### src/rtl/jk_pkg.sv
// Shared definitions for JK excitation drivers.
//   - jk_state_e    : driver FSM state encoding
//   - MODE_LOAD/... : request mode encodings
//   - jk_excite_bit : per-bit JK excitation with don't-cares resolved to 0
package jk_pkg;

    typedef enum logic [1:0] {
        StIdle   = 2'd0,
        StDrive  = 2'd1,
        StSettle = 2'd2,
        StCheck  = 2'd3
    } jk_state_e;

    localparam logic MODE_LOAD   = 1'b0;
    localparam logic MODE_TOGGLE = 1'b1;

    // Returns {j, k}. A bit already at its target gets J=K=0 (hold), so J=K=1
    // can never be produced.
    function automatic logic [1:0] jk_excite_bit(input logic q, input logic e);
        return {e & ~q, ~e & q};
    endfunction

endpackage

### src/rtl/jk_excite_calc.sv
// Combinational WIDTH-bit JK excitation encoder.
// Ports:
//   i_q        current flop state
//   i_expected desired flop state
//   o_j/o_k    excitation (hold bits get J=K=0)
//   o_any      at least one bit needs excitation
module jk_excite_calc
    import jk_pkg::*;
#(
    parameter int unsigned WIDTH = 8
) (
    input  logic [WIDTH-1:0] i_q,
    input  logic [WIDTH-1:0] i_expected,
    output logic [WIDTH-1:0] o_j,
    output logic [WIDTH-1:0] o_k,
    output logic             o_any
);

    always_comb begin
        o_j = '0;
        o_k = '0;
        for (int i = 0; i < int'(WIDTH); i++) begin
            {o_j[i], o_k[i]} = jk_excite_bit(i_q[i], i_expected[i]);
        end
        o_any = |(o_j | o_k);
    end

endmodule

### src/rtl/jk_excitation_driver.sv
// JK excitation driver: accepts a target word (load) or toggle mask over a
// valid/ready handshake, pulses a JK bank with the derived J/K excitation,
// waits SETTLE_CYCLES, checks the readback and retries up to MAX_RETRY times.
//
// Ports:
//   clk, rst            clock, synchronous active-high reset
//   tgt_valid/ready     request handshake
//   tgt_mode, tgt_data  0 = load data, 1 = toggle bits set in data
//   q_in                JK bank readback (synchronous to clk)
//   j_out/k_out/en_out  JK bank drive, en_out pulses once per attempt
//   busy                not idle
//   done/err            one-cycle completion pulses
//   err_bits            mismatching bits of the final failed check
//
// Optional: define JK_DRIVER_STATS_EN to add saturating 16-bit counters
//   stat_req (accepted requests), stat_retry (retry drives), stat_err (errors).
module jk_excitation_driver
    import jk_pkg::*;
#(
    parameter int unsigned WIDTH         = 8,
    parameter int unsigned SETTLE_CYCLES = 2,
    parameter int unsigned MAX_RETRY     = 3
) (
    input  logic             clk,
    input  logic             rst,
    input  logic             tgt_valid,
    output logic             tgt_ready,
    input  logic             tgt_mode,
    input  logic [WIDTH-1:0] tgt_data,
    input  logic [WIDTH-1:0] q_in,
    output logic [WIDTH-1:0] j_out,
    output logic [WIDTH-1:0] k_out,
    output logic             en_out,
    output logic             busy,
    output logic             done,
    output logic             err,
    output logic [WIDTH-1:0] err_bits
`ifdef JK_DRIVER_STATS_EN
    ,
    output logic [15:0]      stat_req,
    output logic [15:0]      stat_retry,
    output logic [15:0]      stat_err
`endif
);

    localparam int unsigned RW = (MAX_RETRY > 0) ? $clog2(MAX_RETRY + 1) : 1;
    localparam int unsigned SW = (SETTLE_CYCLES > 1) ? $clog2(SETTLE_CYCLES) : 1;
    localparam logic [RW-1:0] MAX_RETRY_W   = RW'(MAX_RETRY);
    localparam logic [SW-1:0] SETTLE_LAST_W = SW'(SETTLE_CYCLES - 1);

    jk_state_e        r_state;
    logic [WIDTH-1:0] r_expected;
    logic [WIDTH-1:0] r_j;
    logic [WIDTH-1:0] r_k;
    logic             r_en;
    logic             r_done;
    logic             r_err;
    logic [WIDTH-1:0] r_err_bits;
    logic [RW-1:0]    r_retry;
    logic [SW-1:0]    r_settle;

    logic [WIDTH-1:0] w_new_expected;
    logic [WIDTH-1:0] w_calc_expected;
    logic [WIDTH-1:0] w_j;
    logic [WIDTH-1:0] w_k;
    logic             w_any;
    logic             w_accept;
    logic             w_mismatch;
    logic             w_retry_fire;
    logic             w_err_fire;

    assign w_new_expected = (tgt_mode == MODE_TOGGLE) ? (q_in ^ tgt_data) : tgt_data;

    // One encoder serves both the acceptance edge (new target) and the retry
    // edge out of CHECK (stored target); the two never coincide.
    assign w_calc_expected = (r_state == StIdle) ? w_new_expected : r_expected;

    jk_excite_calc #(
        .WIDTH(WIDTH)
    ) u_calc (
        .i_q       (q_in),
        .i_expected(w_calc_expected),
        .o_j       (w_j),
        .o_k       (w_k),
        .o_any     (w_any)
    );

    assign tgt_ready    = (r_state == StIdle) && !rst;
    assign w_accept     = tgt_valid && tgt_ready;
    assign w_mismatch   = (q_in != r_expected);
    assign w_retry_fire = (r_state == StCheck) && w_mismatch && (r_retry != MAX_RETRY_W);
    assign w_err_fire   = (r_state == StCheck) && w_mismatch && (r_retry == MAX_RETRY_W);

    always_ff @(posedge clk) begin
        if (rst) begin
            r_state    <= StIdle;
            r_expected <= '0;
            r_j        <= '0;
            r_k        <= '0;
            r_en       <= 1'b0;
            r_done     <= 1'b0;
            r_err      <= 1'b0;
            r_err_bits <= '0;
            r_retry    <= '0;
            r_settle   <= '0;
        end else begin
            // Pulse outputs and drive lines default low every cycle.
            r_done <= 1'b0;
            r_err  <= 1'b0;
            r_en   <= 1'b0;
            r_j    <= '0;
            r_k    <= '0;
            unique case (r_state)
                StIdle: begin
                    if (w_accept) begin
                        r_expected <= w_new_expected;
                        r_retry    <= '0;
                        r_err_bits <= '0;
                        if (w_any) begin
                            r_state <= StDrive;
                            r_j     <= w_j;
                            r_k     <= w_k;
                            r_en    <= 1'b1;
                        end else begin
                            // Nothing to change: skip the drive and settle.
                            r_state <= StCheck;
                        end
                    end
                end
                StDrive: begin
                    r_state  <= StSettle;
                    r_settle <= '0;
                end
                StSettle: begin
                    if (r_settle == SETTLE_LAST_W) begin
                        r_state <= StCheck;
                    end else begin
                        r_settle <= r_settle + 1'b1;
                    end
                end
                StCheck: begin
                    if (!w_mismatch) begin
                        r_done  <= 1'b1;
                        r_state <= StIdle;
                    end else if (w_retry_fire) begin
                        // Retry is always a load of the stored target.
                        r_retry <= r_retry + 1'b1;
                        r_state <= StDrive;
                        r_j     <= w_j;
                        r_k     <= w_k;
                        r_en    <= 1'b1;
                    end else begin
                        r_err      <= 1'b1;
                        r_err_bits <= q_in ^ r_expected;
                        r_state    <= StIdle;
                    end
                end
                default: r_state <= StIdle;
            endcase
        end
    end

    assign j_out    = r_j;
    assign k_out    = r_k;
    assign en_out   = r_en;
    assign busy     = (r_state != StIdle);
    assign done     = r_done;
    assign err      = r_err;
    assign err_bits = r_err_bits;

`ifdef JK_DRIVER_STATS_EN
    logic [15:0] r_stat_req;
    logic [15:0] r_stat_retry;
    logic [15:0] r_stat_err;

    always_ff @(posedge clk) begin
        if (rst) begin
            r_stat_req   <= '0;
            r_stat_retry <= '0;
            r_stat_err   <= '0;
        end else begin
            if (w_accept && (r_stat_req != 16'hFFFF)) begin
                r_stat_req <= r_stat_req + 16'd1;
            end
            if (w_retry_fire && (r_stat_retry != 16'hFFFF)) begin
                r_stat_retry <= r_stat_retry + 16'd1;
            end
            if (w_err_fire && (r_stat_err != 16'hFFFF)) begin
                r_stat_err <= r_stat_err + 16'd1;
            end
        end
    end

    assign stat_req   = r_stat_req;
    assign stat_retry = r_stat_retry;
    assign stat_err   = r_stat_err;
`endif

endmodule

### config.mk
export PLATFORM = sky130hd
export DESIGN_NAME = jk_excitation_driver
export DESIGN_NICKNAME = d
export VERILOG_FILES = /design/src/rtl/jk_pkg.sv /design/src/rtl/jk_excite_calc.sv /design/src/rtl/jk_excitation_driver.sv
export SDC_FILE = /design/constraint.sdc
export NUM_CORES = 1
export LEC_CHECK = 0
export CORE_ASPECT_RATIO = 1.25
export CORE_MARGIN = 2
export CORE_UTILIZATION = 45
export CTS_CLUSTER_DIAMETER = 120
export CTS_CLUSTER_SIZE = 20
export DETAILED_ROUTE_END_ITERATION = 10
export PLACE_DENSITY_LB_ADDON = 0.05
export REMOVE_ABC_BUFFERS = 1
export SYNTH_ARGS = -nofsm -noshare
export SYNTH_HDL_FRONTEND = slang
export SYNTH_SLANG_ARGS = --single-unit
### constraint.sdc
create_clock -name clk -period 2.6 [get_ports clk]
set_clock_uncertainty 0.1 [all_clocks]
set_input_delay 0.39 -clock clk [delete_from_list [all_inputs] [get_ports clk]]
set_output_delay 0.39 -clock clk [all_outputs]
set_load 0.03 [all_outputs]
== Word level (Yosys, flattened, before mapping) ==
Cells that the tools add are included.
Cells by class
  $add $sub $neg: 2
  equality and inequality tests: 10
  multiplexer cells: 35
  bitwise gates (word level): 37
  reductions and logical operators: 16
Operator list (count)
  2-to-1 mux 8 bit: 13
  one-hot mux 8 bit (2 select lines): 3
  inverter 1 bit: 18
  AND 1 bit: 16
  XOR 8 bit: 2
  2-to-1 mux 2 bit: 6
  != test 2 bit (second input constant): 6
  2-to-1 mux 1 bit: 9
  != test 8 bit: 1
  bitwise OR 8 bit: 1
  one-hot mux 2 bit (4 select lines): 1
  AND reduction 4 bit: 2
  OR reduction 8 bit: 1
  nonzero test 2 bit: 3
  equality test 2 bit (second input constant): 2
  logical AND 1 bit: 4
  one-hot mux 1 bit (2 select lines): 2
  one-hot mux 2 bit (2 select lines): 1
  AND reduction 2 bit: 2
  OR reduction 3 bit: 1
  adder 2 x 1 -> 2 bit (second input constant): 1
  equality test 2 x 1 -> 1 bit (second input constant): 1
  logical NOT 2 bit: 1
  OR reduction 2 bit: 1
  other kinds (2): 2
Storage, ports and cells
  bits in registers: 40
  output and inout bits: 29
  word-level logic and storage cells: 110

== Depth between registers and ports, before layout ==
Gate-level depths: netlist of the first run.
  word-level depth: 10
  gate-level depth with buffers: 11

== Hierarchy ==
From an unflattened synthesis of the first run, not the netlist that was laid out.
Unflattened totals
  cells, all modules: 228
  area total of the unflattened synthesis: 2067.0 sq um
By module, submodules not included
  jk_excitation_driver: times used 1, cells an instance 193, area each 1788.0 sq um
  jk_excite_calc: times used 1, cells an instance 35, area each 279.0 sq um

== Worst setup path before layout of the first run ==
Ideal clock, no wire load.
  path kind: register to register
  start point: reg r_state[0]
  end point: reg r_j[1] (netlist: j_out[1])
  arrival time: 2.297 ns
  slack: 0.074 ns
  cell stages (with the launch flop): 12
  path buffers: 3
  cell sequence: dfxtp_1 -> inv_1 -> ha_1 -> clkbuf_1 -> clkbuf_1 -> a21o_1 -> inv_1 -> ha_1 -> nand4_1 -> o21bai_1 -> clkbuf_1 -> a21oi_1
On the way
  cells in the longest elaborated chain, start to end: 9
  elaborated cells on any way between the ends: 38
  those cells by class: eq/ne: 1; mux: 6; bitwise: 25; reduce/logical: 6
RTL lines
  start: declaration: RTL line jk_excitation_driver.sv:51  | jk_state_e r_state;
  start signal: assignment: RTL line jk_excitation_driver.sv:96  | r_state <= StIdle;
  start signal: assignment: RTL line jk_excitation_driver.sv:120  | r_state <= StDrive;
  start signal: assignment: RTL line jk_excitation_driver.sv:126  | r_state <= StCheck;
  logical NOT 2 bit: RTL line jk_excitation_driver.sv:76, jk_excitation_driver.sv:88, jk_excitation_driver.sv:113
  2-to-1 mux 8 bit: RTL line jk_excitation_driver.sv:76  | assign w_calc_expected = (r_state == StIdle) ? w_new_expected : r_expected;
  inverter 1 bit: RTL line jk_pkg.sv:20  | return {e & ~q, ~e & q};
  AND 1 bit: RTL line jk_pkg.sv:20
  bitwise OR 8 bit: RTL line jk_excite_calc.sv:25  | o_any = |(o_j | o_k);
  OR reduction 8 bit: RTL line jk_excite_calc.sv:25
  2-to-1 mux 8 bit: RTL line jk_excitation_driver.sv:119  | if (w_any) begin
  2-to-1 mux 8 bit: RTL line jk_excitation_driver.sv:115  | if (w_accept) begin
  one-hot mux 8 bit (2 select lines) (*): RTL line jk_excitation_driver.sv:113  | unique case (r_state)
  end signal: assignment: RTL line jk_excitation_driver.sv:121  | r_j <= w_j;
  end signal: assignment: RTL line jk_excitation_driver.sv:149  | r_j <= w_j;
  end: declaration: RTL line jk_excitation_driver.sv:53  | logic [WIDTH-1:0] r_j;
Mark *: on every way between the ends. The rest lies on a longest branch, timed or not.
A chain may end at the register's enable or synchronous reset.

== Worst setup path after layout of the first run ==
  start point: reg r_state[1]
  end point: out busy
On the way
  cells in the longest elaborated chain, start to end: 1
RTL lines
  nonzero test 2 bit: RTL line jk_excitation_driver.sv:166  | assign busy = (r_state != StIdle);
  end: declaration: RTL line jk_excitation_driver.sv:34  | output logic busy,
No other way between the ends.

==> results.cfg, run 1 <==
[outcome]
status = finished clean

[global_routing]
grt_util_met1_pct = 23.8
grtUsageMet3_pct = 4.51
antenna_found_initial = 0
grt.busiest_layer = met2
grt_max_degree = 21
grt_first_pass_wirelength_mm = 7.71
grt_pass1_vias = 1674
grt.overflow.total = 0
track_usage_pct = 19.5
grt_use_met2_pct = 33.0

[placement]
gp_congestion = 0.791
dpl_cell_area_um2 = 2670
hpwlAfterDp_mm = 3.44
io_buffers = 48

[power]
powerDensity_nw_per_um2 = 741
power.leakage_nw = 1.24
p_total_w = 0.00205
irDropWorstVdd_mv = 0.491

[route]
dr.pass1.iters = 4
drc = 0
viasPerCell = 4.93
antenna_left = 0
first_iter_violations = 71
wire_per_inst_um = 12.5
vias = 1739
routed_wl_mm = 4.42

[cells_and_area]
nets = 336
filler_cell_count = 397
utilization_pct = 62.6
diodes = 0
multi_input_area_um2 = 1150
register_area_um2 = 801
final_layout_size_suffix_gt1_share_pct = 7.46
postLayoutCellArea_um2 = 2770
syn_to_final_growth_pct = 33.2

[sta]
holdWs_ns = 0.358
fmax_mhz = 413
fin_crit_sh_pct = 93.0
tightest_slew_ns = 0.444
finalSetupViolCount = 0
slew_violations = 0
max-slew-margin-rel_pct = 70.4
finalHoldViolCount = 0
rsz0062_at_grt = no
timing.final.crit_period_ns = 2.42

[setup_path]
crit_arrival_ns = 1.93
r2r_slack_ns = 0.39
crit_top_cell = inv_1
start_kind = flop
cp_data_required_time_ns = 2.11
critPathSlowestCell = clkdlybuf4s50_1
worstPathMaxFanout = 20
endpoint_kind = primary output
cp_slowest_stage_delay_ns = 0.67
crit_chain = inv_1 -> ha_1 -> buf_4 -> inv_1 -> clkdlybuf4s50_1
critical_path_class = flop to primary output

[die]
dieWidth_um = 64.8
core-area_um2 = 4430
io_pins = 49
die_y_um = 80
die_area_um2 = 5180
start_util_pct = 47.0
rows = 27

[clock_network]
clock_latency_ns = 0.29
cts_sinks = 40
hold_buffers = 0
numCtsBuffers = 5
cts.reportedPaths.clkPinSlew_ns = 0.07
clockBufferDepth = 2
cts_tree = built
cts_max_level = 2
root_buffer = clkbuf_8

[synth]
yosysTopAreaCell = dfxtp_1
synth_compound_area_share_pct = 13.4
synth-seq-cells = 40
yosys-top-cells-area = dfxtp_1, ha_1, nand2_1, xor2_1, mux2i_1
synth_top_family_by_area = simple AND/OR/NAND/NOR gates
yosysUniqueCellTypes = 32
syn_area_um2 = 2080
ys_seq_area_share_pct = 38.5
async_reset_ff_share_pct = 0
post_synth_and_or_nand_nor_area_fraction_pct = 17.4
synth_edf_count = 0
synth_mux_area_share_pct = 5.29
synth_top_area_share_pct = 38.5
synth.most_common_cell = nand2_1
synthFlopType = dfxtp_1
yosys.area_share.xor_xnor_pct = 6.74
syn_inst = 241
ys_warn_count = 0
postSynthAreaPerCell_um2 = 8.63
synth_commonest_cells = nand2_1, dfxtp_1, a21oi_1, ha_1, inv_1
synth_fa_ha_area_share_pct = 12.6

[worst_hold_path]
min_path_type = flop to flop

[flow_run]
maxCapViolations = 0
[worst max-delay path: cells and delay by family (launching register included)]
kind,cells,cell delay (ns)
buffers and inverters,4,1.05
DFF,1,0.41
adders and majority gates,1,0.18
[per-stage QoR]
| stage | cells | setup slack, ns | TNS, ns |
|---|---|---|---|
| 2_1_floorplan | 230 | 0.218 | 0 |
| 3_3_place_gp | 346 | 0.0524 | 0 |
| 3_5_place_dp | 346 | -0.0455 | -0.0826 |
| 4_1_cts | 353 | 0.0765 | 0 |
| 5_1_grt | 353 | 0.0637 | 0 |
| 6_report | 353 | 0.181 | 0 |
[final timing paths]
path,start,endpoint,cells past startpoint
worst max-delay path,r_state[1],busy,5
worst min-delay path,err_bits[3],err_bits[3],2
worst max register to register,r_state[1],r_state[1],11
worst min register to register,err_bits[3],err_bits[3],2
[metal layers]
metal	routed length, µm	vias to the layer above
met2	2160	44
met1	2000	794
met5	0	-
li1	-	894
met4	79	0
met3	183	7
[placed cells by master (no fill, tap or decap), drive strengths merged, types with 2 or more instances in the layout]
| cell type | synthesis | routed |
|---|---|---|
| inv | 20 | 20 |
| nor2 | 14 | 14 |
| xor2 | 16 | 16 |
| dfxtp | 40 | 40 |
| clkdlybuf4s50 | 0 | 47 |
| buf | 2 | 10 |
| o21ai | 12 | 12 |
| nand3b | 8 | 8 |
| mux2i | 11 | 11 |
| nand2 | 44 | 44 |
| a21oi | 21 | 21 |
| a21o | 4 | 4 |
| ha | 21 | 21 |
| nand4 | 2 | 2 |
| or2 | 2 | 2 |
| or4 | 2 | 2 |
| clkbuf | 9 | 7 |
[area by class of cell]
class / instances / area share (%)
inverters: 20 / 2.71
multi-input cells: 170 / 41.7
flip-flops and latches: 40 / 28.9
clock buffers: 7 / 3.48
repair buffers: 58 / 20.6
well taps: 58 / 2.62
[state kept, by name (all words and copies together), names as in the netlist]
register,cells
k_out,8
err_bits,8
j_out,8
done,1
r_expected,8
err,1
r_state,2
r_settle,1
r_retry,2
en_out,1
[logic make-up (layout without fill, tap and decap cells)]
family	count (synthesis)	after routing
XOR/XNOR	16	16
adder cells (fa/ha/maj)	21	21
buffers and inverters	31	85
AND/OR/NAND/NOR	78	78
multiplexers	11	11
AO/OA/AOI/OAI	44	44
flip-flops	40	40
[power breakdown]
| group | switching (W) | leakage [nW] | internal, W | total [W] |
|---|---|---|---|---|
| sequential | 0.0000430 | 0.324 | 0.000681 | 0.000724 |
| combinational | 0.000526 | 0.864 | 0.000361 | 0.000887 |
| clock | 0.000204 | 0.0503 | 0.000236 | 0.000440 |
| total | 0.000773 | 1.24 | 0.00128 | 0.00205 |
[repair_timing]
action,CTS,global route
buffers inserted,0,0
setup endpoints to repair,0,1
gates resized for setup,0,1
(Power assumes the default switching activity.)
==> run 2: changes to the inputs <==
- CAP_MARGIN: not set -> 20
- SLEW_MARGIN: not set -> 20
==> results of run 2 <==
Final layout, timing and power as in run 1 (identical DEF).
